<file path="config.mk">
export PLATFORM = sky130hd
export DESIGN_NAME = uart_receiver
export DESIGN_NICKNAME = d
export VERILOG_FILES = /design/src/rtl/uart_receiver.sv
export SDC_FILE = /design/constraint.sdc
export NUM_CORES = 1
export LEC_CHECK = 0
export BUFFER_PORTS_ARGS = -buffer_cell sky130_fd_sc_hd__buf_2
export CORE_UTILIZATION = 45
export CTS_CLUSTER_SIZE = 40
export DETAILED_ROUTE_END_ITERATION = 10
export HOLD_SLACK_MARGIN = 0.12
export PLACE_DENSITY_LB_ADDON = 0.05
export SYNTH_ARGS = -nofsm -noshare
export SYNTH_HDL_FRONTEND = slang
export SYNTH_SLANG_ARGS = --single-unit
</file>
<file path="constraint.sdc">
create_clock -name clk -period 3.9 [get_ports clk]
set_input_delay 0.39 -clock clk [delete_from_list [all_inputs] [get_ports clk]]
set_output_delay 0.39 -clock clk [all_outputs]
set_load 0.005 [all_outputs]
</file>
<file path="src/rtl/uart_receiver.sv">
// UART receive stage: synchronizes rx, recovers 8N1 frames LSB-first at mid-bit,
// and hands bytes out through a valid/ack handshake with framing and overrun flags.
module uart_receiver #(
    parameter int CLKS_PER_BIT = 16
) (
    input  logic       clk,
    input  logic       reset,
    input  logic       rx,
    output logic [7:0] data,
    output logic       data_valid,
    input  logic       data_ack,
    output logic       frame_err,
    output logic       overrun,
    output logic       busy
);

    localparam int CNT_W = (CLKS_PER_BIT > 1) ? $clog2(CLKS_PER_BIT) : 1;
    localparam logic [CNT_W-1:0] CNT_MID = CNT_W'(CLKS_PER_BIT / 2 - 1);
    localparam logic [CNT_W-1:0] CNT_END = CNT_W'(CLKS_PER_BIT - 1);

    typedef enum logic [2:0] {
        IDLE,
        START,
        DATA,
        STOP,
        BRK
    } state_t;

    state_t           state;
    logic [CNT_W-1:0] cnt;
    logic [2:0]       idx;
    logic [7:0]       sh;
    logic             rx_p0;
    logic             rx_p1;
    logic             rx_s;

    // Stage p0/p1: two-flop synchronizer, idle-high out of reset
    always_ff @(posedge clk or negedge reset) begin
        if (!reset) begin
            rx_p0 <= 1'b1;
            rx_p1 <= 1'b1;
        end else begin
            rx_p0 <= rx;
            rx_p1 <= rx_p0;
        end
    end

    assign rx_s = rx_p1;
    assign busy = (state != IDLE);

    // Framing FSM; later assignments in the STOP branch override the ack clear
    always_ff @(posedge clk or negedge reset) begin
        if (!reset) begin
            state      <= IDLE;
            cnt        <= '0;
            idx        <= '0;
            sh         <= '0;
            data       <= '0;
            data_valid <= 1'b0;
            frame_err  <= 1'b0;
            overrun    <= 1'b0;
        end else begin
            frame_err <= 1'b0;
            if (data_ack) begin
                data_valid <= 1'b0;
                overrun    <= 1'b0;
            end
            case (state)
                IDLE: begin
                    cnt <= '0;
                    if (!rx_s) state <= START;
                end
                START: begin
                    if (cnt == CNT_MID) begin
                        cnt <= '0;
                        if (rx_s) begin
                            state <= IDLE;
                        end else begin
                            idx   <= '0;
                            state <= DATA;
                        end
                    end else begin
                        cnt <= cnt + 1'b1;
                    end
                end
                DATA: begin
                    if (cnt == CNT_END) begin
                        cnt <= '0;
                        sh  <= {rx_s, sh[7:1]};
                        idx <= idx + 3'd1;
                        if (idx == 3'd7) state <= STOP;
                    end else begin
                        cnt <= cnt + 1'b1;
                    end
                end
                STOP: begin
                    if (cnt == CNT_END) begin
                        cnt <= '0;
                        if (rx_s) begin
                            state <= IDLE;
                            if (data_valid && !data_ack) begin
                                overrun <= 1'b1;
                            end else begin
                                data       <= sh;
                                data_valid <= 1'b1;
                            end
                        end else begin
                            frame_err <= 1'b1;
                            state     <= BRK;
                        end
                    end else begin
                        cnt <= cnt + 1'b1;
                    end
                end
                BRK: begin
                    if (rx_s) state <= IDLE;
                end
                default: state <= IDLE;
            endcase
        end
    end

endmodule

</file>
== Word-level counts from Yosys, hierarchy flattened ==
Cells that the tools add are included.

* Register bits: 31
* Input bits: 4
* Output and inout port bits: 12
* Word-level logic and storage cells: 67

* Add/subtract/negate cells: 2
* Eq/ne operators: 14
* Multiplexer cells: 29
* Bitwise logic cells: 1
* Reduce and logical (&&, ||, !) cells: 11

{| class="wikitable"
|+ Operators by type and width
! kind !! number
|-
| 3-bit two-way mux || 10
|-
| 3-bit case mux with 5 select lines || 1
|-
| 2-bit != test (second input constant) || 7
|-
| 1-bit two-way mux || 13
|-
| 4-bit case mux with 3 select lines || 1
|-
| 4-bit two-way mux || 2
|-
| 4-bit AND reduction || 2
|-
| 3-bit by 2-bit == test with 1-bit output (second input constant) || 2
|-
| 3-bit == test (second input constant) || 2
|-
| 3-bit case mux with 2 select lines || 1
|-
| 6-bit AND reduction || 1
|-
| 3-bit nonzero test || 2
|-
| 4-bit by 1-bit adder with 4-bit output (second input constant) || 1
|-
| 4-bit by 3-bit == test with 1-bit output (second input constant) || 1
|-
| 4-bit == test (second input constant) || 1
|-
| 3-bit by 1-bit adder with 3-bit output (second input constant) || 1
|-
| 3-bit by 1-bit == test with 1-bit output (second input constant) || 1
|-
| 3-bit zero test || 1
|-
| 2-bit two-way mux || 1
|-
| 2-bit AND reduction || 1
|-
| 2-bit nonzero test || 1
|-
| 2-bit OR reduction || 1
|-
| 1-bit logical AND || 1
|-
| 1-bit zero test || 1
|-
| 1-bit NOT || 1
|}

== Logic depth before layout (Yosys ltp) ==
* Depth after elaboration: 6
* Depth in mapped cells: 5
* Depth with buffers taken out: 5

== Worst setup path before layout ==
Ideal clock, no wire load.

* Kind: register to register
* Start: register cnt[0]
* End: register sh[1]
* Library setup time: 0.125 ns
* Data arrival time: 1.609 ns
* Required time: 3.775 ns
* Setup slack: 2.166 ns
* Stages on the path, launching flop included: 6
* Path buffers: 1
* Period minus slack after synthesis: 1.734 ns
* Path through: dfrtp_1 > ha_1 > and4b_1 > and3_1 > buf_2 > mux2_2

* Word-level cells in the longest chain between the ends: 2

{| class="wikitable"
|+ Ends and longest elaborated chain
! element !! line !! RTL
|-
| start: declaration || 30 || <nowiki>logic [CNT_W-1:0] cnt;</nowiki>
|-
| start signal: assignment || 83 || <nowiki>cnt <= cnt + 1'b1;</nowiki>
|-
| start signal: assignment || 93 || <nowiki>cnt <= cnt + 1'b1;</nowiki>
|-
| start signal: assignment || 112 || <nowiki>cnt <= cnt + 1'b1;</nowiki>
|-
| 4-bit == test || 87 || <nowiki>if (cnt == CNT_END) begin</nowiki>
|-
| 2-bit AND reduction (no source line) || -- ||
|-
| end signal: assignment || 89 || <nowiki>sh <= {rx_s, sh[7:1]};</nowiki>
|-
| end: declaration || 32 || <nowiki>logic [7:0] sh;</nowiki>
|}

No other way between the ends.
A chain may end at the register's enable or synchronous reset.

== Final worst setup path ==
* Start: register cnt[0]
* End: register sh[7]

Same word-level chain as after synthesis.

==> PnR_summary.wiki <==
{| class="wikitable"
! Metric !! Value
|-
| Required time reported for the critical path endpoint || 4.11 ns
|-
| Net count after synthesis || 122
|-
| Gate count after technology mapping || 115
|-
| Pin count of the biggest net entering global routing || 32
|-
| Num CTS Buffers || 5
|-
| Number of warnings issued by yosys || 0
|-
| Vias per inst || 5.71
|-
| Unrepaired setup endpoints after global routing || no
|-
| Global-route wire length before repair || 4000 um
|-
| PD cells || 436 nW/um2
|-
| 1st-pass router iterations || 6
|-
| Endpoint arrival time on the critical path || 2.21 ns
|-
| Series of cell instances along the critical path || ha_1, and4b_1, and3_1, mux2_2
|-
| Number of maximum-capacitance constraint violations || 0
|-
| Result of the run || complete, no violations
|-
| Core Footprint || 2850 um2
|-
| Netlist area before placement || 1400 um2
|-
| Fraction of final layout cells with drive strength greater than 1 || 31.0%
|-
| Leakage power summed over all cells || 0.783 nW
|-
| Worst reg2reg startpoint || cnt[0]
|-
| Overflow left after global routing || 0
|-
| Maximum number of buffers from clock root to sink || 2
|-
| Net count, final || 136
|-
| Async S/R FF share, synth || 100%
|-
| Leading cell type in the layout, fill and taps excluded || sky130_fd_sc_hd__dfrtp_1
|-
| Final setup TNS || 0 ns
|-
| Cell variety after synth || 34
|-
| Worst max-slew margin expressed relative to the limit || 54.6%
|-
| Clock transition time at the flip-flop clock pins of the worst setup and hold paths || 0.10 ns
|-
| Max-slew violation count || 0
|-
| RePlAce Congestion || 0.770
|-
| Setup-violating endpoint count in the final report || 0
|-
| Worst vdd rail ir drop || 0.000224 V
|-
| Actual transition at the worst max-transition pin || 0.681 ns
|-
| Post-Synthesis Mean Instance Area || 12.2 um2
|-
| Vias in the first global route || 871
|-
| Vias after detailed routing || 914
|-
| Total routing usage reported by global routing || 16.4%
|-
| Number of antenna violations at the first check in global routing || 0
|-
| Kind of path behind the tightest hold check || in2reg
|-
| Final number of hold-violating endpoints || 0
|-
| Sinks on Clock Net || 31
|-
| Largest stage delay, worst path || 0.49 ns
|-
| Post-CTS Setup Inserts || 0
|-
| Maximum fanout encountered on the critical timing path || 11
|-
| Layout Skew || 0.0141 ns
|-
| Ports placed on the boundary || 16
|-
| Die height || 57.7 um
|-
| Type of origin of the critical path || register
|-
| Floorplan row count || 19
|-
| CTS tree || yes
|-
| Number of buffer cells added on primary ports || 15
|-
| Die Width || 57.7 um
|-
| Count of flip-flops with a built-in enable after synthesis || 0
|-
| Total of fill cells in the finished design || 254
|-
| Synth-to-layout area growth || 10.6%
|-
| Fmax || 499 MHz
|-
| Register area share after synthesis || 55.7%
|-
| Start point of the critical path || cnt[0]
|-
| Root Buffer || sky130_fd_sc_hd__clkbuf_4
|-
| Final core occ || 54.2%
|-
| Final period util || 51.4%
|-
| Worst setup path category || reg2reg
|-
| Worst skew pair latency || 0.33 ns
|-
| Detailed-placement wirelength estimate || 1530 um
|-
| Type of element capturing the critical path || register
|-
| Slowest library cell on the worst path || sky130_fd_sc_hd__and3_1
|-
| Most used cells in the layout excluding fill and tap cells || sky130_fd_sc_hd__dfrtp_1, sky130_fd_sc_hd__mux2_2, sky130_fd_sc_hd__buf_2
|-
| Die area || 3330 um2
|-
| Antenna diodes || 0
|-
| Leading register cell type out of synthesis || sky130_fd_sc_hd__dfrtp_1
|-
| Initial core utilization || 49.0%
|-
| Count of routing violations after the opening detailed-route iteration || 15
|-
| DRC violations left || 0
|-
| WL final || 2370 um
|-
| Count of state elements after synthesis || 31
|-
| Htree depth || 2
|-
| Final worst path period need || 2.00 ns
|-
| WL/cell || 14.8 um
|-
| Antenna violation net count after detailed routing || 0
|-
| Origin of the worst min-delay path || rx
|-
| Post_cts resized || 0
|}
## critical path, delay by kind of cell (launching register included)
family | cells | cell delay [ns]
AND/OR/NAND/NOR | 2 | 0.81
flip-flops | 1 | 0.40
multiplexers | 1 | 0.39
adder cells (fa/ha/maj) | 1 | 0.28
## final timing paths
path / slack (ns) / endpoint / depth (start not counted)
min reg2reg: 0.36 / rx_p1 / 0
min in group asynchronous: 0.62 / state[0] / 2
min: 0.16 / rx_p0 / 1
max in group asynchronous: 2.82 / cnt[1] / 2
max reg2reg: 1.90 / sh[7] / 4
max: 1.90 / sh[7] / 4
## registers in the layout, summed over array words and instances, names as in the netlist
| name | cells |
|---|---|
| sh | 8 |
| rx_p1 | 1 |
| cnt | 4 |
| overrun | 1 |
| state | 3 |
| data_valid | 1 |
| data | 8 |
| idx | 3 |
| rx_p0 | 1 |
| frame_err | 1 |
## per-stage QoR
stage | worst slack [ns] | area, um2 | instances | power, mW | hold WS (ns)
6_report | 1.90 | 1550 | 160 | 0.673 | 0.164
4_1_cts | 1.89 | 1550 | 160 | 0.682 | 0.143
2_1_floorplan | 2.17 | 1400 | 115 | 0.424 | 0.0944
5_1_grt | 1.77 | 1550 | 160 | 0.712 | 0.123
3_3_place_gp | 1.98 | 1460 | 152 | 0.439 | 0.350
3_5_place_dp | 1.92 | 1460 | 152 | 0.441 | 0.349
## report_power, final
group	switching, mW	total (mW)	leakage, nW	internal [mW]
clock	0.105	0.237	0.0383	0.132
combinational	0.0315	0.0621	0.327	0.0306
sequential	0.0332	0.374	0.419	0.341
total	0.170	0.673	0.783	0.503
## Yosys cell counts, types with 3 or more instances
cell | n | area share (%)
sky130_fd_sc_hd__nand3_1 | 4 | 1.4
sky130_fd_sc_hd__nand2_1 | 7 | 1.9
sky130_fd_sc_hd__nor2_1 | 4 | 1.1
sky130_fd_sc_hd__mux2_2 | 16 | 13
sky130_fd_sc_hd__dfrtp_1 | 29 | 52
sky130_fd_sc_hd__buf_2 | 5 | 1.8
sky130_fd_sc_hd__clkbuf_1 | 3 | 0.81
sky130_fd_sc_hd__ha_1 | 3 | 2.7
sky130_fd_sc_hd__and3_1 | 3 | 1.3
sky130_fd_sc_hd__o21ai_0 | 7 | 2.5
## layer usage
layer  up-vias  part of all wire [%]  GRT usage, %
li1        439                     -             -
met1       445                    50          21.2
met2        24                    43          24.6
met3         6                   4.9          6.70
met4         0                   1.7          7.14
met5         -                     0             0
## layout make-up
cell class | count | area (um2) | area share [%]
tap | 31 | 38.8 | 2.51
inverter | 2 | 7.51 | 0.486
sequential | 31 | 778 | 50.4
clock inverter | 1 | 30.0 | 1.94
clock buffer | 6 | 41.3 | 2.67
multi-input combinational | 73 | 564 | 36.5
timing repair buffer | 16 | 85.1 | 5.51
## cells by family (layout without fill, tap and decap cells)
group / after synthesis / count (layout) / share of synthesized area, %
buffers and inverters: 11 / 25 / 3.94
xor gates and xnor gates: 2 / 2 / 1.25
DFF: 31 / 31 / 55.7
and+or+nand+nor: 29 / 29 / 11.3
AOI/OAI and AO/OA: 21 / 21 / 10.5
muxes: 18 / 18 / 14.7
adders and majority gates: 3 / 3 / 2.69
## timing repair
item | in CTS | in global routing
hold buffers | 1 | 0
endpoints found under the setup margin | 0 | 0
hold endpoints to repair | 29 | 0
No activity file was read; power rests on OpenSTA's default activity.
